**config.mk**
```make
export PLATFORM = sky130hd
export DESIGN_NAME = stream_prefetch_wb
export DESIGN_NICKNAME = d
export VERILOG_FILES = /design/src/rtl/stream_prefetch_wb.sv
export SDC_FILE = /design/constraint.sdc
export NUM_CORES = 1
export LEC_CHECK = 0
export CELL_PAD_IN_SITES_DETAIL_PLACEMENT = 1
export CELL_PAD_IN_SITES_GLOBAL_PLACEMENT = 1
export CORE_MARGIN = 3
export CORE_UTILIZATION = 46
export DETAILED_ROUTE_END_ITERATION = 12
export PLACE_DENSITY = 0.93
export SLEW_MARGIN = 20
export SYNTH_ARGS = -nofsm -noshare
export SYNTH_HDL_FRONTEND = slang
export SYNTH_SLANG_ARGS = --single-unit
```
**constraint.sdc**
```tcl
create_clock -name clk_i -period 23.7 [get_ports clk_i]
set_input_delay 4.74 -clock clk_i [delete_from_list [all_inputs] [get_ports clk_i]]
set_output_delay 4.74 -clock clk_i [all_outputs]
set_load 0.01 [all_outputs]
```
**src/rtl/stream_prefetch_wb.sv**
```systemverilog
// -----------------------------------------------------------------------------
// stream_prefetch_wb
//
// Read-only, fully-associative line buffer between the L1 miss path (CPU-side
// Wishbone slave) and physical memory (memory-side Wishbone master). Holds
// ENTRIES lines of 128 bits tagged by 12-bit line address. Writes are passed
// through to memory and invalidate any resident copy. After every demand miss
// a sequential prefetcher fetches up to PF_DEPTH following lines, never
// crossing a PAGE_LINES boundary.
//
// Ports
//   clk_i, rst_i          clock, synchronous active-high reset
//   cpu_adr_i             CPU line address
//   cpu_dat_i/cpu_dat_o   CPU write data (DAT_M) / read data (DAT_S)
//   cpu_sel_i             CPU byte selects (forwarded on writes only)
//   cpu_cyc_i/stb_i/we_i  CPU cycle, strobe, write enable
//   cpu_ack_o/cpu_rty_o   CPU acknowledge / retry (retry never asserted)
//   wb_adr_o/wb_dat_o     memory address / write data
//   wb_dat_i              memory read data
//   wb_sel_o              memory byte selects
//   wb_cyc_o/stb_o/we_o   memory cycle, strobe, write enable
//   wb_ack_i/wb_rty_i     memory acknowledge / retry
// -----------------------------------------------------------------------------
module stream_prefetch_wb #(
  parameter int ENTRIES    = 4,
  parameter int PF_DEPTH   = 2,
  parameter int PAGE_LINES = 256
) (
  input  logic         clk_i,
  input  logic         rst_i,
  input  logic [11:0]  cpu_adr_i,
  input  logic [127:0] cpu_dat_i,
  output logic [127:0] cpu_dat_o,
  input  logic [15:0]  cpu_sel_i,
  input  logic         cpu_cyc_i,
  input  logic         cpu_stb_i,
  input  logic         cpu_we_i,
  output logic         cpu_ack_o,
  output logic         cpu_rty_o,
  output logic [11:0]  wb_adr_o,
  output logic [127:0] wb_dat_o,
  input  logic [127:0] wb_dat_i,
  output logic [15:0]  wb_sel_o,
  output logic         wb_cyc_o,
  output logic         wb_stb_o,
  output logic         wb_we_o,
  input  logic         wb_ack_i,
  input  logic         wb_rty_i
);

  localparam int IW = $clog2(ENTRIES);
  localparam int CW = (PF_DEPTH < 1) ? 1 : $clog2(PF_DEPTH + 1);
  localparam logic [11:0] PAGE_MASK = 12'(PAGE_LINES - 1);

  typedef enum logic [2:0] {
    IDLE     = 3'd0,
    RESP     = 3'd1,
    FILL     = 3'd2,
    WRITE    = 3'd3,
    PREFETCH = 3'd4
  } state_e;

  // True when a line address is the first line of a page; the 12-bit wrap to
  // 0x000 is also caught because 0x000 is always a page start.
  function automatic logic page_start(input logic [11:0] adr);
    return (adr & PAGE_MASK) == 12'h000;
  endfunction

  state_e          state_q, state_d;
  logic            cpu_ack_q, cpu_ack_d;
  logic [127:0]    cpu_dat_q, cpu_dat_d;
  logic            wb_cyc_q, wb_cyc_d;
  logic            wb_stb_q, wb_stb_d;
  logic            wb_we_q, wb_we_d;
  logic [11:0]     wb_adr_q, wb_adr_d;
  logic [127:0]    wb_dat_q, wb_dat_d;
  logic [15:0]     wb_sel_q, wb_sel_d;
  logic [11:0]     pf_next_q, pf_next_d;
  logic [CW-1:0]   pf_count_q, pf_count_d;
  logic [IW-1:0]   rr_q, rr_d;

  logic [ENTRIES-1:0] valid_q;
  logic [11:0]        tag_q  [ENTRIES];
  logic [127:0]       data_q [ENTRIES];

  logic            cpu_hit_s;
  logic            pf_hit_s;
  logic [127:0]    hit_data_s;
  logic            any_inv_s;
  logic [IW-1:0]   vic_idx_s;
  logic            fill_en_s;
  logic            inv_en_s;
  logic [11:0]     pf_succ_s;
  logic [11:0]     fill_succ_s;

  assign pf_succ_s   = pf_next_q + 12'd1;
  assign fill_succ_s = wb_adr_q + 12'd1;

  assign cpu_ack_o = cpu_ack_q;
  assign cpu_dat_o = cpu_dat_q;
  assign cpu_rty_o = 1'b0;
  assign wb_cyc_o  = wb_cyc_q;
  assign wb_stb_o  = wb_stb_q;
  assign wb_we_o   = wb_we_q;
  assign wb_adr_o  = wb_adr_q;
  assign wb_dat_o  = wb_dat_q;
  assign wb_sel_o  = wb_sel_q;

  // Tag lookup for the CPU address and the prefetch candidate, plus victim pick.
  always_comb begin
    cpu_hit_s  = 1'b0;
    pf_hit_s   = 1'b0;
    hit_data_s = 128'h0;
    any_inv_s  = 1'b0;
    vic_idx_s  = rr_q;
    // Descending scan so the lowest invalid index is the last one written.
    for (int i = ENTRIES - 1; i >= 0; i--) begin
      if (!valid_q[i]) begin
        any_inv_s = 1'b1;
        vic_idx_s = IW'(i);
      end else begin
      end
    end
    // Tags are unique, so OR-ing the matching lines yields the single hit line.
    for (int i = 0; i < ENTRIES; i++) begin
      if (valid_q[i] && (tag_q[i] == cpu_adr_i)) begin
        cpu_hit_s  = 1'b1;
        hit_data_s = hit_data_s | data_q[i];
      end else begin
      end
      if (valid_q[i] && (tag_q[i] == pf_next_q)) begin
        pf_hit_s = 1'b1;
      end else begin
      end
    end
  end

  // Next-state and registered-output logic for the controller.
  always_comb begin
    state_d    = state_q;
    cpu_ack_d  = cpu_ack_q;
    cpu_dat_d  = cpu_dat_q;
    wb_cyc_d   = wb_cyc_q;
    wb_stb_d   = wb_stb_q;
    wb_we_d    = wb_we_q;
    wb_adr_d   = wb_adr_q;
    wb_dat_d   = wb_dat_q;
    wb_sel_d   = wb_sel_q;
    pf_next_d  = pf_next_q;
    pf_count_d = pf_count_q;
    rr_d       = rr_q;
    fill_en_s  = 1'b0;
    inv_en_s   = 1'b0;

    case (state_q)
      IDLE: begin
        if (cpu_cyc_i && cpu_stb_i) begin
          if (cpu_we_i) begin
            state_d  = WRITE;
            wb_cyc_d = 1'b1;
            wb_stb_d = 1'b1;
            wb_we_d  = 1'b1;
            wb_adr_d = cpu_adr_i;
            wb_dat_d = cpu_dat_i;
            wb_sel_d = cpu_sel_i;
          end else if (cpu_hit_s) begin
            state_d   = RESP;
            cpu_dat_d = hit_data_s;
            cpu_ack_d = 1'b1;
          end else begin
            state_d  = FILL;
            wb_cyc_d = 1'b1;
            wb_stb_d = 1'b1;
            wb_we_d  = 1'b0;
            wb_adr_d = cpu_adr_i;
            wb_dat_d = 128'h0;
            wb_sel_d = 16'hFFFF;
          end
        end else if (pf_count_q != {CW{1'b0}}) begin
          if (pf_hit_s) begin
            // Already resident: step past it without a bus cycle.
            pf_next_d = pf_succ_s;
            if (page_start(pf_succ_s)) begin
              pf_count_d = {CW{1'b0}};
            end else begin
              pf_count_d = pf_count_q - CW'(1);
            end
          end else begin
            state_d  = PREFETCH;
            wb_cyc_d = 1'b1;
            wb_stb_d = 1'b1;
            wb_we_d  = 1'b0;
            wb_adr_d = pf_next_q;
            wb_dat_d = 128'h0;
            wb_sel_d = 16'hFFFF;
          end
        end else begin
        end
      end

      FILL, WRITE, PREFETCH: begin
        if (!wb_cyc_q) begin
          // Only reachable after a memory retry: reissue the held request.
          wb_cyc_d = 1'b1;
          wb_stb_d = 1'b1;
        end else if (wb_ack_i) begin
          wb_cyc_d = 1'b0;
          wb_stb_d = 1'b0;
          wb_we_d  = 1'b0;
          case (state_q)
            WRITE: begin
              inv_en_s  = 1'b1;
              cpu_ack_d = 1'b1;
              state_d   = RESP;
            end
            FILL: begin
              fill_en_s = 1'b1;
              cpu_dat_d = wb_dat_i;
              cpu_ack_d = 1'b1;
              pf_next_d = fill_succ_s;
              if (page_start(fill_succ_s)) begin
                pf_count_d = {CW{1'b0}};
              end else begin
                pf_count_d = CW'(PF_DEPTH);
              end
              state_d = RESP;
            end
            default: begin
              fill_en_s = 1'b1;
              pf_next_d = pf_succ_s;
              if (page_start(pf_succ_s)) begin
                pf_count_d = {CW{1'b0}};
              end else begin
                pf_count_d = pf_count_q - CW'(1);
              end
              state_d = IDLE;
            end
          endcase
          // The pointer only moves when it actually chose the victim.
          if (fill_en_s && !any_inv_s) begin
            rr_d = rr_q + IW'(1);
          end else begin
            rr_d = rr_q;
          end
        end else if (wb_rty_i) begin
          wb_cyc_d = 1'b0;
          wb_stb_d = 1'b0;
        end else begin
        end
      end

      RESP: begin
        cpu_ack_d = 1'b0;
        state_d   = IDLE;
      end

      default: begin
        state_d = IDLE;
      end
    endcase
  end

  // Controller state and registered bus outputs.
  always_ff @(posedge clk_i) begin
    if (rst_i) begin
      state_q    <= IDLE;
      cpu_ack_q  <= 1'b0;
      cpu_dat_q  <= 128'h0;
      wb_cyc_q   <= 1'b0;
      wb_stb_q   <= 1'b0;
      wb_we_q    <= 1'b0;
      wb_adr_q   <= 12'h000;
      wb_dat_q   <= 128'h0;
      wb_sel_q   <= 16'h0000;
      pf_next_q  <= 12'h000;
      pf_count_q <= {CW{1'b0}};
      rr_q       <= {IW{1'b0}};
    end else begin
      state_q    <= state_d;
      cpu_ack_q  <= cpu_ack_d;
      cpu_dat_q  <= cpu_dat_d;
      wb_cyc_q   <= wb_cyc_d;
      wb_stb_q   <= wb_stb_d;
      wb_we_q    <= wb_we_d;
      wb_adr_q   <= wb_adr_d;
      wb_dat_q   <= wb_dat_d;
      wb_sel_q   <= wb_sel_d;
      pf_next_q  <= pf_next_d;
      pf_count_q <= pf_count_d;
      rr_q       <= rr_d;
    end
  end

  // Valid bits: set on fill, cleared by a write-through to a resident line.
  always_ff @(posedge clk_i) begin
    if (rst_i) begin
      valid_q <= {ENTRIES{1'b0}};
    end else begin
      for (int i = 0; i < ENTRIES; i++) begin
        if (fill_en_s && (vic_idx_s == IW'(i))) begin
          valid_q[i] <= 1'b1;
        end else if (inv_en_s && (tag_q[i] == wb_adr_q)) begin
          valid_q[i] <= 1'b0;
        end else begin
        end
      end
    end
  end

  // Line tag and data storage; contents are meaningless while invalid.
  always_ff @(posedge clk_i) begin
    for (int i = 0; i < ENTRIES; i++) begin
      if (fill_en_s && (vic_idx_s == IW'(i))) begin
        tag_q[i]  <= wb_adr_q;
        data_q[i] <= wb_dat_i;
      end else begin
      end
    end
  end

endmodule

```
==> flow_summary.yaml <==
outcome:
  outcome: "complete, no violations"
critical_path:
  crit_path_frequent_cell: "buf_4"
  worstSetupPathType: "in -> reg"
  end_kind: "register"
  crit_fanout: 75
  slowest_delay_ns: 0.82
  cp.arrival_ns: 9.82
  required_ns: 24.25
  crit_chain: "clkdlybuf4s50_1, xnor2_1, nand3_1, nor4_2, buf_4, o41ai_1, o22ai_4, buf_4, buf_4, o211ai_1, a21oi_1"
  crit_slowest_cell: "buf_4"
  startpoint_type: "input pin"
  crit_buf_inv: 4
  cp_top_family: "buffers and inverters"
yosys:
  syn-num-nets: 3137
  synth_edf_count: 560
  synth-seq-cells: 871
  netlist_area_um2: 34600
  syn_inst: 2842
  ys.flop_type: "edfxtp_1"
  synth_top_cell_area_share_pct: 48.6
  synthArstFlopShare_pct: 0
  postSynthAreaPerCell_um2: 12.2
  ys_seq_area_share_pct: 66.6
  synth.most_common_cell: "edfxtp_1"
  synth_cell_types: 57
  synth_common_cells: "edfxtp_1, dfxtp_1, a21oi_1"
  ys_warn_count: 0
  synth_top_cell_by_area: "edfxtp_1"
  synthTopCellsByArea: "edfxtp_1, dfxtp_1, a22oi_1"
grt:
  grt_usage_pct: 31.4
  grt_pass1_vias: 29400
  grt_max_degree: 210
  antenna_found_initial: 16
  grt_pass1_wl_um: 189000
  grt-ovfl-total: 0
clock_network:
  clockRootBuffer: "clkbuf_16"
  postCtsSetupRepairBufs: 0
  numClockSinks: 871
  clk_path_buf_depth: 3
  h-tree-depth: 3
  cts_resized: 0
  clk_pin_slew_ns: 0.06
  cts_tree: "built"
  cts_buffers: 89
  clk_latency_ns: 0.68
  cts_hold_buffers: 0
final_layout:
  fin_cells: 4329
  area_growth_pct: 27.4
  fin_nets: 3569
  fillers: 7267
  utilization_pct: 59.8
  drive_gt1_share_pct: 6.36
  stdcell_area_um2: 44000
hold_path:
  hp-class: "reg -> reg"
detailed_routing:
  routed_wl_um: 128000
  ant_nets: 0
  vias: 27800
  routed_via_density: 6.41
  drt_iter0_drc: 2746
  post_drt_wl_per_cell_um: 29.6
  dr.pass1.iters: 5
  drc: 0
sta:
  worst_slack_ns: 14.43
  finalSetupTns_ns: 0
  finalCritPeriodShare_pct: 39.1
  fin_hold_ws_ns: 0.456
  finalMaxSlewViolations: 0
  min_period_ns: 9.27
  skew_ns: 0.0680
  max_freq_ghz: 0.108
  hold_viol_final: 0
  worstMarginPinSlew_ns: 1.28
  rsz0062_at_grt: "no"
  setup_viol: 0
  maxSlewHeadroom_pct: 14.8
place:
  dpl.hpwl_um: 75800
  place_inst: 4141
  gp_congestion: 0.927
  pre_cts_slack_ns: 14.03
  dpl_cell_area_um2: 40800
  port_buffers: 578
power:
  peakVddDrop_v: 0.0000713
  total_power_mw: 3.36
  p_leak_nw: 14.0
  pwr_density_cell_nw_per_um2: 76.3
floorplanning:
  core_area_um2: 73700
  initial_core_util_pct: 46.9
  ioPinCount: 580
  chipHeight_um: 280
  die_area_um2: 78500
  rows: 99
  die_w_um: 280
run:
  drv_cap: 0
## sequential cells by signal, summed over array words and instances (netlist names), 3 cells and up
signal	flops
wb_dat_o	128
state_q	3
wb_adr_o	12
tag_q	48
wb_sel_o	16
data_q	512
valid_q	4
cpu_dat_o	128
pf_next_q	12
## placed cells by master (no fill, tap or decap), types with 14 or more instances in the layout
cell type / Yosys / final
nand3_1: 153 / 153
o211ai_1: 129 / 129
o21ai_0: 148 / 148
clkinv_2: 0 / 15
mux2i_1: 14 / 14
clkbuf_8: 0 / 16
diode_2: 0 / 20
nand4_1: 160 / 160
edfxtp_1: 560 / 560
nand2_1: 174 / 174
xor2_1: 56 / 56
clkbuf_1: 199 / 22
buf_4: 7 / 38
a211oi_1: 22 / 22
nor2_1: 49 / 49
a22oi_1: 257 / 257
nor4_1: 26 / 22
dfxtp_1: 311 / 311
xnor2_1: 103 / 103
a21oi_1: 302 / 301
clkbuf_16: 0 / 90
clkdlybuf4s50_1: 0 / 576
## final cells by class
type | instances | area (um^2) | area share [%]
Timing Repair Buffer | 619 | 6140 | 13.9
Sequential cell | 871 | 23000 | 52.3
Multi-Input combinational cell | 1683 | 10400 | 23.7
Tap cell | 959 | 1200 | 2.72
Antenna cell | 20 | 50.0 | 0.114
Clock inverter | 39 | 576 | 1.31
Clock buffer | 128 | 2550 | 5.80
Inverter | 10 | 37.5 | 0.0852
## tightest hold or removal path: stages, from the launching register on
cell and delay, ns:
dfxtp_1 0.31, nand2_1 0.05, a21oi_1 0.05
## worst paths after layout
path	startpoint	endpoint	slack, ns	depth (start not counted)
worst min register to register	cpu_dat_o[0]$_SDFFE_PP0P_	cpu_dat_o[0]$_SDFFE_PP0P_	0.46	2
worst max-delay path	cpu_adr_i[9]	cpu_dat_o[14]$_SDFFE_PP0P_	14.43	11
worst max register to register	tag_q[3][5]$_DFFE_PP_	cpu_dat_o[14]$_SDFFE_PP0P_	18.69	10
worst min-delay path	cpu_dat_o[0]$_SDFFE_PP0P_	cpu_dat_o[0]$_SDFFE_PP0P_	0.46	2
## metal layers
| metal | vias to the layer above | routed length, um | global-route usage (%) |
|---|---|---|---|
| met4 | 4 | 6900 | 16.6 |
| met2 | 1569 | 64200 | 53.9 |
| li1 | 11800 | - | - |
| met3 | 397 | 11100 | 6.67 |
| met1 | 14000 | 45900 | 37.0 |
| met5 | - | 27 | 0 |
## report_power, final
part	internal [mW]	switching (mW)
clock	0.859	0.631
sequential	1.63	0.0160
combinational	0.0923	0.134
total	2.58	0.780
## logic make-up (layout without fill, tap and decap cells)
kind of cell	after synthesis	count (layout)	synth area share, %
mux	14	14	0.405
buf+inv	288	796	3.51
compound gates	909	909	16.7
other cells	1	21	0.0108
flops	871	871	66.6
xor+xnor	159	159	4.03
fa+ha+maj	4	4	0.145
simple gates	596	596	8.61
Note: power is estimated with default switching activity, not from simulation.
